[src/rtl/bf16_pkg.sv]
// Shared BF16 definitions: field widths, canonical special values,
// operand classes, exception flag bundle and the divider FSM states.
package bf16_pkg;

  localparam int BF16_W        = 16;
  localparam int EXP_W         = 8;
  localparam int MANT_W        = 7;
  localparam int BF16_EXP_BIAS = 127;

  // Number of quotient bits produced by the restoring loop (hidden bit + mantissa + 1)
  localparam int DIV_STEPS = 9;

  localparam logic [EXP_W-1:0]  EXP_MAX    = 8'hFF;
  localparam logic [BF16_W-1:0] QNAN_CANON = 16'hFFC1;
  localparam logic [BF16_W-1:0] SNAN_CANON = 16'hFF81;
  localparam logic [BF16_W-1:0] POS_INF    = 16'h7F80;
  localparam logic [BF16_W-1:0] NEG_INF    = 16'hFF80;

  typedef enum logic [2:0] {
    ZERO,
    NORMAL,
    INF,
    QNAN,
    SNAN
  } bf16_class_e;

  typedef enum logic [1:0] {
    S_IDLE,
    S_DIV,
    S_NORM,
    S_DONE
  } div_state_e;

  typedef struct packed {
    logic zero;
    logic underflow;
    logic overflow;
    logic qnan;
    logic snan;
    logic pos_inf;
    logic neg_inf;
  } bf16_flags_t;

  // Infinity with the given sign
  function automatic logic [BF16_W-1:0] signed_inf(input logic s);
    return s ? NEG_INF : POS_INF;
  endfunction

  // Zero with the given sign
  function automatic logic [BF16_W-1:0] signed_zero(input logic s);
    return {s, {(BF16_W-1){1'b0}}};
  endfunction

  // Exception flags for an infinite result of the given sign
  function automatic bf16_flags_t inf_flags(input logic s);
    bf16_flags_t f;
    f         = '0;
    f.pos_inf = ~s;
    f.neg_inf = s;
    return f;
  endfunction

endpackage

[src/rtl/bf16_classify.sv]
// Combinational BF16 operand classifier. Subnormals are flushed to ZERO;
// NaNs are split into quiet/signaling by the top mantissa bit.
module bf16_classify
  import bf16_pkg::*;
(
  input  logic [BF16_W-1:0] word,
  output logic              sign,
  output bf16_class_e       cls
);

  logic [EXP_W-1:0]  exp_f;
  logic [MANT_W-1:0] mant_f;

  assign sign   = word[BF16_W-1];
  assign exp_f  = word[BF16_W-2:MANT_W];
  assign mant_f = word[MANT_W-1:0];

  // Decode exponent/mantissa into an operand class
  always_comb begin
    cls = NORMAL;
    if (exp_f == '0) begin
      cls = ZERO;
    end else if (exp_f == EXP_MAX) begin
      if (mant_f == '0) begin
        cls = INF;
      end else if (mant_f[MANT_W-1]) begin
        cls = QNAN;
      end else begin
        cls = SNAN;
      end
    end
  end

endmodule

[src/rtl/bf16_divider.sv]
// Iterative BF16 divider: result = num1 / num2.
// One quotient bit per cycle from a restoring shift-subtract loop, then a
// normalise/exception cycle; every operation takes the same number of cycles.
module bf16_divider
  import bf16_pkg::*;
#(
  parameter int EXP_BIAS = BF16_EXP_BIAS
) (
  input  logic              clk,
  input  logic              rst_n,
  input  logic              start,
  input  logic [BF16_W-1:0] num1,
  input  logic [BF16_W-1:0] num2,
  output logic              busy,
  output logic              done,
  output logic [BF16_W-1:0] result,
  output logic              zero,
  output logic              underflow,
  output logic              overflow,
  output logic              qNaN,
  output logic              sNaN,
  output logic              positive_inf,
  output logic              negative_inf
);

  localparam logic [9:0] BIAS10   = 10'(EXP_BIAS);
  localparam logic [3:0] LAST_CNT = 4'(DIV_STEPS - 1);

  div_state_e state_q, state_d;
  logic [3:0] cnt_q, cnt_d;
  // Captured operands: index 0 = dividend, index 1 = divisor
  logic [1:0][BF16_W-1:0] ops_q, ops_d;
  logic [9:0] rem_q, rem_d;
  logic [8:0] quo_q, quo_d;
  logic [BF16_W-1:0] result_q, result_d;
  bf16_flags_t flags_q, flags_d;

  logic        op_sign [2];
  bf16_class_e op_cls  [2];

  // Classify both captured operands with one reusable classifier each
  generate
    for (genvar gi = 0; gi < 2; gi++) begin : g_cls
      bf16_classify u_classify (
        .word (ops_q[gi]),
        .sign (op_sign[gi]),
        .cls  (op_cls[gi])
      );
    end
  endgenerate

  logic        sign_res;
  logic [8:0]  div_w;
  logic        q_bit;
  logic [9:0]  rem_sub;
  logic [9:0]  exp_raw;
  logic [6:0]  mant_n;
  logic        any_snan;
  logic        any_qnan;
  logic        accept;

  // Datapath helpers shared by the DIV and NORM states
  always_comb begin
    sign_res = op_sign[0] ^ op_sign[1];
    div_w    = {1'b1, ops_q[1][MANT_W-1:0]};
    q_bit    = (rem_q >= {1'b0, div_w});
    rem_sub  = rem_q - (q_bit ? {1'b0, div_w} : 10'd0);
    // Without a leading quotient bit the result needs one extra left shift,
    // which is paid for by one less in the exponent.
    exp_raw  = {2'b00, ops_q[0][BF16_W-2:MANT_W]}
             - {2'b00, ops_q[1][BF16_W-2:MANT_W]}
             + BIAS10
             - {9'd0, ~quo_q[8]};
    mant_n   = quo_q[8] ? quo_q[7:1] : quo_q[6:0];
    any_snan = (op_cls[0] == SNAN) || (op_cls[1] == SNAN);
    any_qnan = (op_cls[0] == QNAN) || (op_cls[1] == QNAN);
  end

  // Next-state, iteration and result/flag computation
  always_comb begin
    state_d  = state_q;
    cnt_d    = cnt_q;
    ops_d    = ops_q;
    rem_d    = rem_q;
    quo_d    = quo_q;
    result_d = result_q;
    flags_d  = flags_q;
    accept   = 1'b0;

    case (state_q)
      S_IDLE: begin
        accept = start;
      end
      S_DIV: begin
        quo_d = {quo_q[7:0], q_bit};
        rem_d = rem_sub << 1;
        cnt_d = cnt_q + 4'd1;
        if (cnt_q == LAST_CNT) begin
          state_d = S_NORM;
        end
      end
      S_NORM: begin
        state_d  = S_DONE;
        result_d = '0;
        flags_d  = '0;
        if (any_snan) begin
          result_d     = SNAN_CANON;
          flags_d.snan = 1'b1;
        end else if (any_qnan) begin
          result_d     = QNAN_CANON;
          flags_d.qnan = 1'b1;
        end else if ((op_cls[0] == ZERO && op_cls[1] == ZERO) ||
                     (op_cls[0] == INF  && op_cls[1] == INF)) begin
          result_d     = QNAN_CANON;
          flags_d.qnan = 1'b1;
        end else if (op_cls[0] == INF) begin
          result_d = signed_inf(sign_res);
          flags_d  = inf_flags(sign_res);
        end else if (op_cls[1] == INF) begin
          result_d     = signed_zero(sign_res);
          flags_d.zero = 1'b1;
        end else if (op_cls[1] == ZERO) begin
          result_d = signed_inf(sign_res);
          flags_d  = inf_flags(sign_res);
        end else if (op_cls[0] == ZERO) begin
          result_d     = signed_zero(sign_res);
          flags_d.zero = 1'b1;
        end else if ($signed(exp_raw) >= 10'sd255) begin
          result_d         = signed_inf(sign_res);
          flags_d          = inf_flags(sign_res);
          flags_d.overflow = 1'b1;
        end else if ($signed(exp_raw) <= 10'sd0) begin
          result_d          = signed_zero(sign_res);
          flags_d.zero      = 1'b1;
          flags_d.underflow = 1'b1;
        end else begin
          result_d = {sign_res, exp_raw[7:0], mant_n};
        end
      end
      S_DONE: begin
        // The edge leaving DONE is the first edge at which a new request
        // can be taken, so a start here chains straight into the next op.
        state_d = S_IDLE;
        accept  = start;
      end
      default: begin
        state_d = S_IDLE;
      end
    endcase

    if (accept) begin
      state_d  = S_DIV;
      cnt_d    = '0;
      ops_d[0] = num1;
      ops_d[1] = num2;
      rem_d    = {3'b001, num1[MANT_W-1:0]};
      quo_d    = '0;
      result_d = '0;
      flags_d  = '0;
    end
  end

  // State and datapath registers with synchronous active-low reset
  always_ff @(posedge clk) begin
    if (!rst_n) begin
      state_q  <= S_IDLE;
      cnt_q    <= '0;
      ops_q    <= '0;
      rem_q    <= '0;
      quo_q    <= '0;
      result_q <= '0;
      flags_q  <= '0;
    end else begin
      state_q  <= state_d;
      cnt_q    <= cnt_d;
      ops_q    <= ops_d;
      rem_q    <= rem_d;
      quo_q    <= quo_d;
      result_q <= result_d;
      flags_q  <= flags_d;
    end
  end

  assign busy         = (state_q != S_IDLE);
  assign done         = (state_q == S_DONE);
  assign result       = result_q;
  assign zero         = flags_q.zero;
  assign underflow    = flags_q.underflow;
  assign overflow     = flags_q.overflow;
  assign qNaN         = flags_q.qnan;
  assign sNaN         = flags_q.snan;
  assign positive_inf = flags_q.pos_inf;
  assign negative_inf = flags_q.neg_inf;

endmodule

[config.mk]
export PLATFORM = sky130hd
export DESIGN_NAME = bf16_divider
export DESIGN_NICKNAME = d
export VERILOG_FILES = /design/src/rtl/bf16_pkg.sv /design/src/rtl/bf16_classify.sv /design/src/rtl/bf16_divider.sv
export SDC_FILE = /design/constraint.sdc
export NUM_CORES = 1
export LEC_CHECK = 0
export CAP_MARGIN = 20
export CORE_MARGIN = 2
export CORE_UTILIZATION = 50
export DETAILED_ROUTE_END_ITERATION = 12
export HOLD_SLACK_MARGIN = 0.02
export PLACE_DENSITY = 0.73
export SYNTH_ARGS = -nofsm -noshare
export SYNTH_HDL_FRONTEND = slang
export SYNTH_SLANG_ARGS = --single-unit
[constraint.sdc]
create_clock -name clk -period 6.6 [get_ports clk]
set_clock_uncertainty 0.15 [all_clocks]
set_input_delay 0.66 -clock clk [delete_from_list [all_inputs] [get_ports clk]]
set_output_delay 0.66 -clock clk [all_outputs]
set_load 0.05 [all_outputs]
==> Word level (Yosys, flattened, before mapping) <==
Cells that the tools add are included.
{ "classes": {"n_reduce_logical": 20, "eq_ne": 14, "n_div": 0, "addsub": 5, "muxes": 52, "order_cmp": 3, "bitwise": 4, "multipliers": 0, "shifts": 0} }
{ "op_table": {"columns": ["op", "count"], "rows": [
  ["two-way mux 16 bit", 9],
  ["two-way mux 3 bit", 12],
  ["two-way mux 2 bit", 12],
  ["two-way mux 8 bit", 3],
  ["two-way mux 7 bit", 3],
  ["== test 8 bit, second input constant", 2],
  ["zero test 8 bit", 2],
  ["two-way mux 15 bit", 1],
  ["zero test 7 bit", 2],
  ["== test 3 x 2 -> 1 bit, second input constant", 4],
  ["two-way mux 6 bit", 2],
  ["adder 9 x 8 -> 10 bit, second input constant", 1],
  ["greater-or-equal comparator 10 x 8 -> 1 bit", 1],
  ["greater-or-equal comparator 10 x 9 -> 1 bit, second input constant", 1],
  ["less-or-equal comparator 10 x 1 -> 1 bit, second input constant", 1],
  ["subtractor 10 x 1 -> 10 bit", 1],
  ["subtractor 8 x 8 -> 9 bit", 1],
  ["subtractor 9 x 8 -> 9 bit", 1],
  ["two-way mux 1 bit", 7],
  ["== test 3 bit, second input constant", 2],
  ["zero test 3 bit", 2],
  ["case mux 2 bit (3 select lines)", 1],
  ["two-way mux 5 bit", 1],
  ["adder 4 x 1 -> 4 bit, second input constant", 1],
  ["other kinds (16)", 25]
]} }
{ "word_totals": {"rom_bits": 0, "ramBits": 0, "memories": 0, "word_cells": 114, "latchBits": 0, "output_inout_bits": 25, "in_bits": 35, "regBits": 80} }

==> Longest topological paths before layout <==
{ "logic_depth": {"depth_word": 21, "mapped_depth": 22} }

==> Hierarchy <==
From an unflattened synthesis, not the netlist that was laid out.
{ "hier_totals": {"cells_unflattened": 613, "hier_area_um2": 5021.1} }
{ "by_module_without_submodules": {"columns": ["module", "seq_area_each_um2", "instances", "cells_each", "area_each_um2"], "rows": [
  ["bf16_divider", 1601.5, 1, 589, 4868.4],
  ["bf16_classify", 0.0, 2, 12, 76.3]
]} }

==> Least setup slack after synthesis <==
OpenSTA, ideal clock, no wires.
{ "synth_timing": {"kind": "register -> register", "start": "reg rem_q[0]", "end": "reg rem_q[9]", "synth_period_minus_slack_ns": 4.153, "arrival_ns": 3.917, "slack_ns": 2.447, "path_stages_with_launch": 23, "setup_ns": 0.086, "cell_sequence": "dfxtp_1 -> inv_1 -> ha_1 -> nand2b_1 -> a21o_1 -> a21o_1 -> a21o_1 -> a21o_1 -> a21o_1 -> a21o_1 -> a211o_1 -> and2_1 -> ha_1 -> fa_1 -> nor2b_1 -> o21ai_0 -> a21boi_0 -> o21ai_0 -> nand2b_1 -> a21o_1 -> a21oi_1 -> xnor2_1 -> a211oi_1"} }
{ "synth_between": {"elab_chain_cells": 3} }
{ "synth_lines": {"columns": ["element", "line_no", "rtl"], "rows": [
  ["start, declared", "bf16_divider.sv:33", "logic [9:0] rem_q, rem_d;"],
  ["start signal, assigned", "bf16_divider.sv:177", "rem_q <= rem_d;"],
  ["greater-or-equal comparator 10 x 8 -> 1 bit", "bf16_divider.sv:66", "q_bit = (rem_q >= {1'b0, div_w});"],
  ["two-way mux 8 bit", "bf16_divider.sv:67", "rem_sub = rem_q - (q_bit ? {1'b0, div_w} : 10'd0);"],
  ["subtractor 9 x 8 -> 9 bit (*)", "bf16_divider.sv:67", null]
]} }
Every way passes the cells marked *; elsewhere a longest branch is shown, timed or not.
A chain may end at the register's enable or synchronous reset.

==> Worst setup path after layout <==
Ends and elaborated chain as after synthesis.

==> load_flow_metrics.sql <==
INSERT INTO impl_metrics (metric_group, metric, value, unit) VALUES
('layout', 'syn_to_final_growth', '19.70', '%'),
('route', 'drt_wl_total', '10.48', 'mm'),
('setup_path', 'crit_path_end_kind', 'flop', ''),
('grt', 'global_route.usage.met1', '0.2978', ''),
('power', 'total_power', '0.002347', 'W'),
('timing', 'drv_slew', '0', ''),
('power', 'p_sw_frac', '0.4460', ''),
('floorplan', 'placementRows', '35', ''),
('clock_network', 'postCtsSetupBuffers', '0', ''),
('grt', 'pin_count_of_the_biggest_net_entering_global_routing', '44', ''),
('yosys', 'ys_seq_area_frac', '0.3371', ''),
('layout', 'layout.filler_cells', '835', ''),
('timing', 'layout_min_cycle_time', '4446', 'ps'),
('grt', 'grt_use_met2', '0.3566', ''),
('layout', 'number_of_nets_in_the_layout', '703', ''),
('clock_network', 'cts_buffers', '9', ''),
('route', 'detailedRoute.firstIterationViolations', '179', ''),
('power', 'power.sequential.fraction', '0.255', ''),
('setup_path', 'critPathArrivalTime', '4560', 'ps'),
('power', 'net-switching-power', '0.001047', 'W'),
('floorplan', 'initial_util', '0.5142', ''),
('yosys', 'number_of_synthesized_register_bits', '80', ''),
('timing', 'achievable-frequency', '224.9', 'MHz'),
('floorplan', 'floorplan.die_area', '10300', 'um^2'),
('clock_network', 'post_cts.resized_instances', '0', ''),
('clock_network', 'clock-sinks', '80', ''),
('grt', 'grt.overflow.total', '0', ''),
('timing', 'timing.final.hold_violations', '0', ''),
('place', 'placement.io_buffers', '59', ''),
('yosys', 'synth_largest_area_cell', 'dfxtp_1', ''),
('place', 'gp_congestion', '0.8883', ''),
('timing', 'layout_worst_path_cycle_share', '0.6736', ''),
('layout', 'finish.cell_count_without_fillers', '761', ''),
('yosys', 'async_reset_ff_frac', '0', ''),
('place', 'post-place-cells', '745', ''),
('yosys', 'synth_nets', '648', ''),
('grt', 'grt.met3_usage', '0.03175', ''),
('layout', 'post_route_cells_drive_above_1_share', '0.06487', ''),
('power', 'clkPwrFrac', '0.177', ''),
('clock_network', 'number_of_h_tree_levels', '3', ''),
('clock_network', 'clockBufferDepth', '2', ''),
('floorplan', 'core', '9240', 'um^2'),
('setup_path', 'timing.critical_path.fanout_max', '8', ''),
('setup_path', 'startpoint_type', 'flop', ''),
('power', 'power.static_leakage', '2.187', 'nW'),
('timing', 'final-setup-viol-count', '0', ''),
('route', 'detail_route.drc_violations', '0', ''),
('yosys', 'synth_edf_count', '0', ''),
('yosys', 'synth-main-ff-cell', 'dfxtp_1', ''),
('yosys', 'netlist.area_leader.share', '0.3371', ''),
('power', 'vdd_drop_max', '0.2456', 'mV'),
('route', 'avgViaCountPerCell', '5.402', ''),
('power', 'power_frac_comb', '0.568', ''),
('yosys', 'cell_count_after_synthesis', '572', ''),
('clock_network', 'clk-insertion-delay-late', '350', 'ps'),
('run_status', 'outcome', 'completed', ''),
('route', 'post_drt_wl_per_cell', '13.77', 'um'),
('timing', 'total_negative_slack_for_setup_checks', '0', 'ps'),
('yosys', 'yosysWarningCount', '0', ''),
('flow_run', 'cap_viol_max_count', '0', ''),
('clock_network', 'tritoncts', 'done', ''),
('yosys', 'count_of_cell_types_in_the_netlist', '70', ''),
('setup_path', 'worstPathRequired', '6710', 'ps'),
('yosys', 'post_synth_main_area_contributors', 'dfxtp_1, ha_1, nand2_1, a21boi_0, nor2_1', ''),
('power', 'power-per-cell-area', '412.8', 'nW/um^2'),
('clock_network', 'root_buffer', 'clkbuf_8', ''),
('floorplan', 'floorplan.io_pins', '60', ''),
('timing', 'unrepaired_setup_endpoints_after_global_routing', 'no', ''),
('place', 'place_hpwl', '7.975', 'mm'),
('floorplan', 'die_x', '101.5', 'um'),
('grt', 'groute.usage.overall', '0.2173', '');
-- metal layers --
layer  up-vias  wire length (um)
met5         -                 0
met2       107              4796
met1      1878              5136
met4         0                89
met3         8               458
li1       2118                 -
-- kinds of logic after synthesis --
group                    after synthesis  share of synthesized area
AO/OA/AOI/OAI                        146                     0.2218
XOR/XNOR                              13                    0.02686
adder cells (fa/ha/maj)               41                     0.1127
buffers and inverters                 58                    0.04688
flip-flops                            80                     0.3371
multiplexers                          18                    0.03845
AND/OR/NAND/NOR                      216                     0.2162
-- power by group through the flow --
| stage | Clock (W) | Sequential, W | Combinational, W |
|---|---|---|---|
| 2_1_floorplan | 0 | 0.000632 | 0.00103 |
| 3_3_place_gp | 0 | 0.000607 | 0.00129 |
| 3_5_place_dp | 0 | 0.000611 | 0.00132 |
| 4_1_cts | 0.000421 | 0.000599 | 0.00133 |
| 5_1_grt | 0.000441 | 0.000609 | 0.00149 |
| 6_report | 0.000414 | 0.000600 | 0.00133 |
-- synthesized netlist by cell type (4+ instances only) --
library cell   n
nand2_1       91
dfxtp_1       80
nor2_1        50
a21boi_0      39
inv_1         39
ha_1          38
a21oi_1       23
o21ai_0       19
mux2i_1       16
clkbuf_1      15
nor3_1        15
a211oi_1      11
a21o_1         9
nand4_1        7
o21a_1         7
xnor2_1        7
and2_1         6
nand3_1        6
nor2b_1        6
a22oi_1        5
xor2_1         5
and3_1         4
nand2b_1       4
or4_1          4
-- flip-flops by register name (all words and copies together), names as in the netlist --
register,flops
rem_q,10
sNaN,1
overflow,1
state_q,2
div_w,7
qNaN,1
ops_q,25
negative_inf,1
underflow,1
cnt_q,4
result,16
zero,1
positive_inf,1
quo_q,9
-- final timing paths --
kind	from	end	slack (ps)	cells after the start
max reg2reg	rem_q[0]$_SDFFE_PN0P_	rem_q[9]$_SDFFE_PP0P_	2150	22
min reg2reg	result[4]$_SDFFE_PP0N_	result[4]$_SDFFE_PP0N_	320	2
max	rem_q[0]$_SDFFE_PN0P_	rem_q[9]$_SDFFE_PP0P_	2150	22
min	result[4]$_SDFFE_PP0N_	result[4]$_SDFFE_PP0N_	320	2
-- per-stage QoR --
step,worst slack [ps],area (um^2),hold WS (ps),util
4_1_cts,2129,5687,321.8,0.6154
3_3_place_gp,2236,5459,290.8,0.5908
5_1_grt,1724,5687,338.2,0.6154
2_1_floorplan,2447,4751,293.4,-
3_5_place_dp,2167,5459,302.5,0.5908
6_report,2154,5687,315.5,0.6154
-- cell usage in the layout (no fill, tap or decap), types with 3 or more instances in the layout --
master	Yosys	final
o21ai_0	19	19
mux2i_1	16	16
o21a_1	7	7
and2_1	6	6
buf_4	0	4
or3_1	3	3
nor2b_1	6	5
nand3_1	6	6
and3_1	4	4
a21oi_1	23	23
a22oi_1	5	5
xor2_1	5	5
nand2b_1	4	4
or4_1	4	4
clkdlybuf4s50_1	0	59
nor3_1	15	15
a21boi_0	39	39
o211ai_1	3	3
a21o_1	9	9
inv_1	39	39
dfxtp_1	80	80
a211oi_1	11	11
o21bai_1	3	3
nor2_1	50	50
nand4_1	7	7
nand2_1	91	91
a31oi_1	3	3
ha_1	38	38
clkbuf_8	0	9
fa_1	3	3
xnor2_1	7	7
-- critical path: stages, from the launching register on --
cell and delay, ps:
dfxtp_1 330, inv_1 60, ha_1 270, nand2b_1 140
a21o_1 170, a21o_1 170, a21o_1 170, a21o_1 170
a21o_1 170, a21o_1 170, a211o_1 390, and2_1 200
ha_1 210, fa_1 400, nor2b_1 110, o21ai_0 100
a21boi_0 230, o21ai_0 110, nand2b_1 110, a21o_1 120
a21oi_1 70, xnor2_1 120, a211oi_1 210
-- cell type report --
class | instances | share of cell area
clock inverters | 7 | 0.01826
repair buffers | 63 | 0.1091
multi-input cells | 434 | 0.5151
clock buffers | 9 | 0.02178
well taps | 129 | 0.02838
inverters | 39 | 0.02574
flip-flops and latches | 80 | 0.2816
Note: power is estimated with default switching activity, not from simulation.
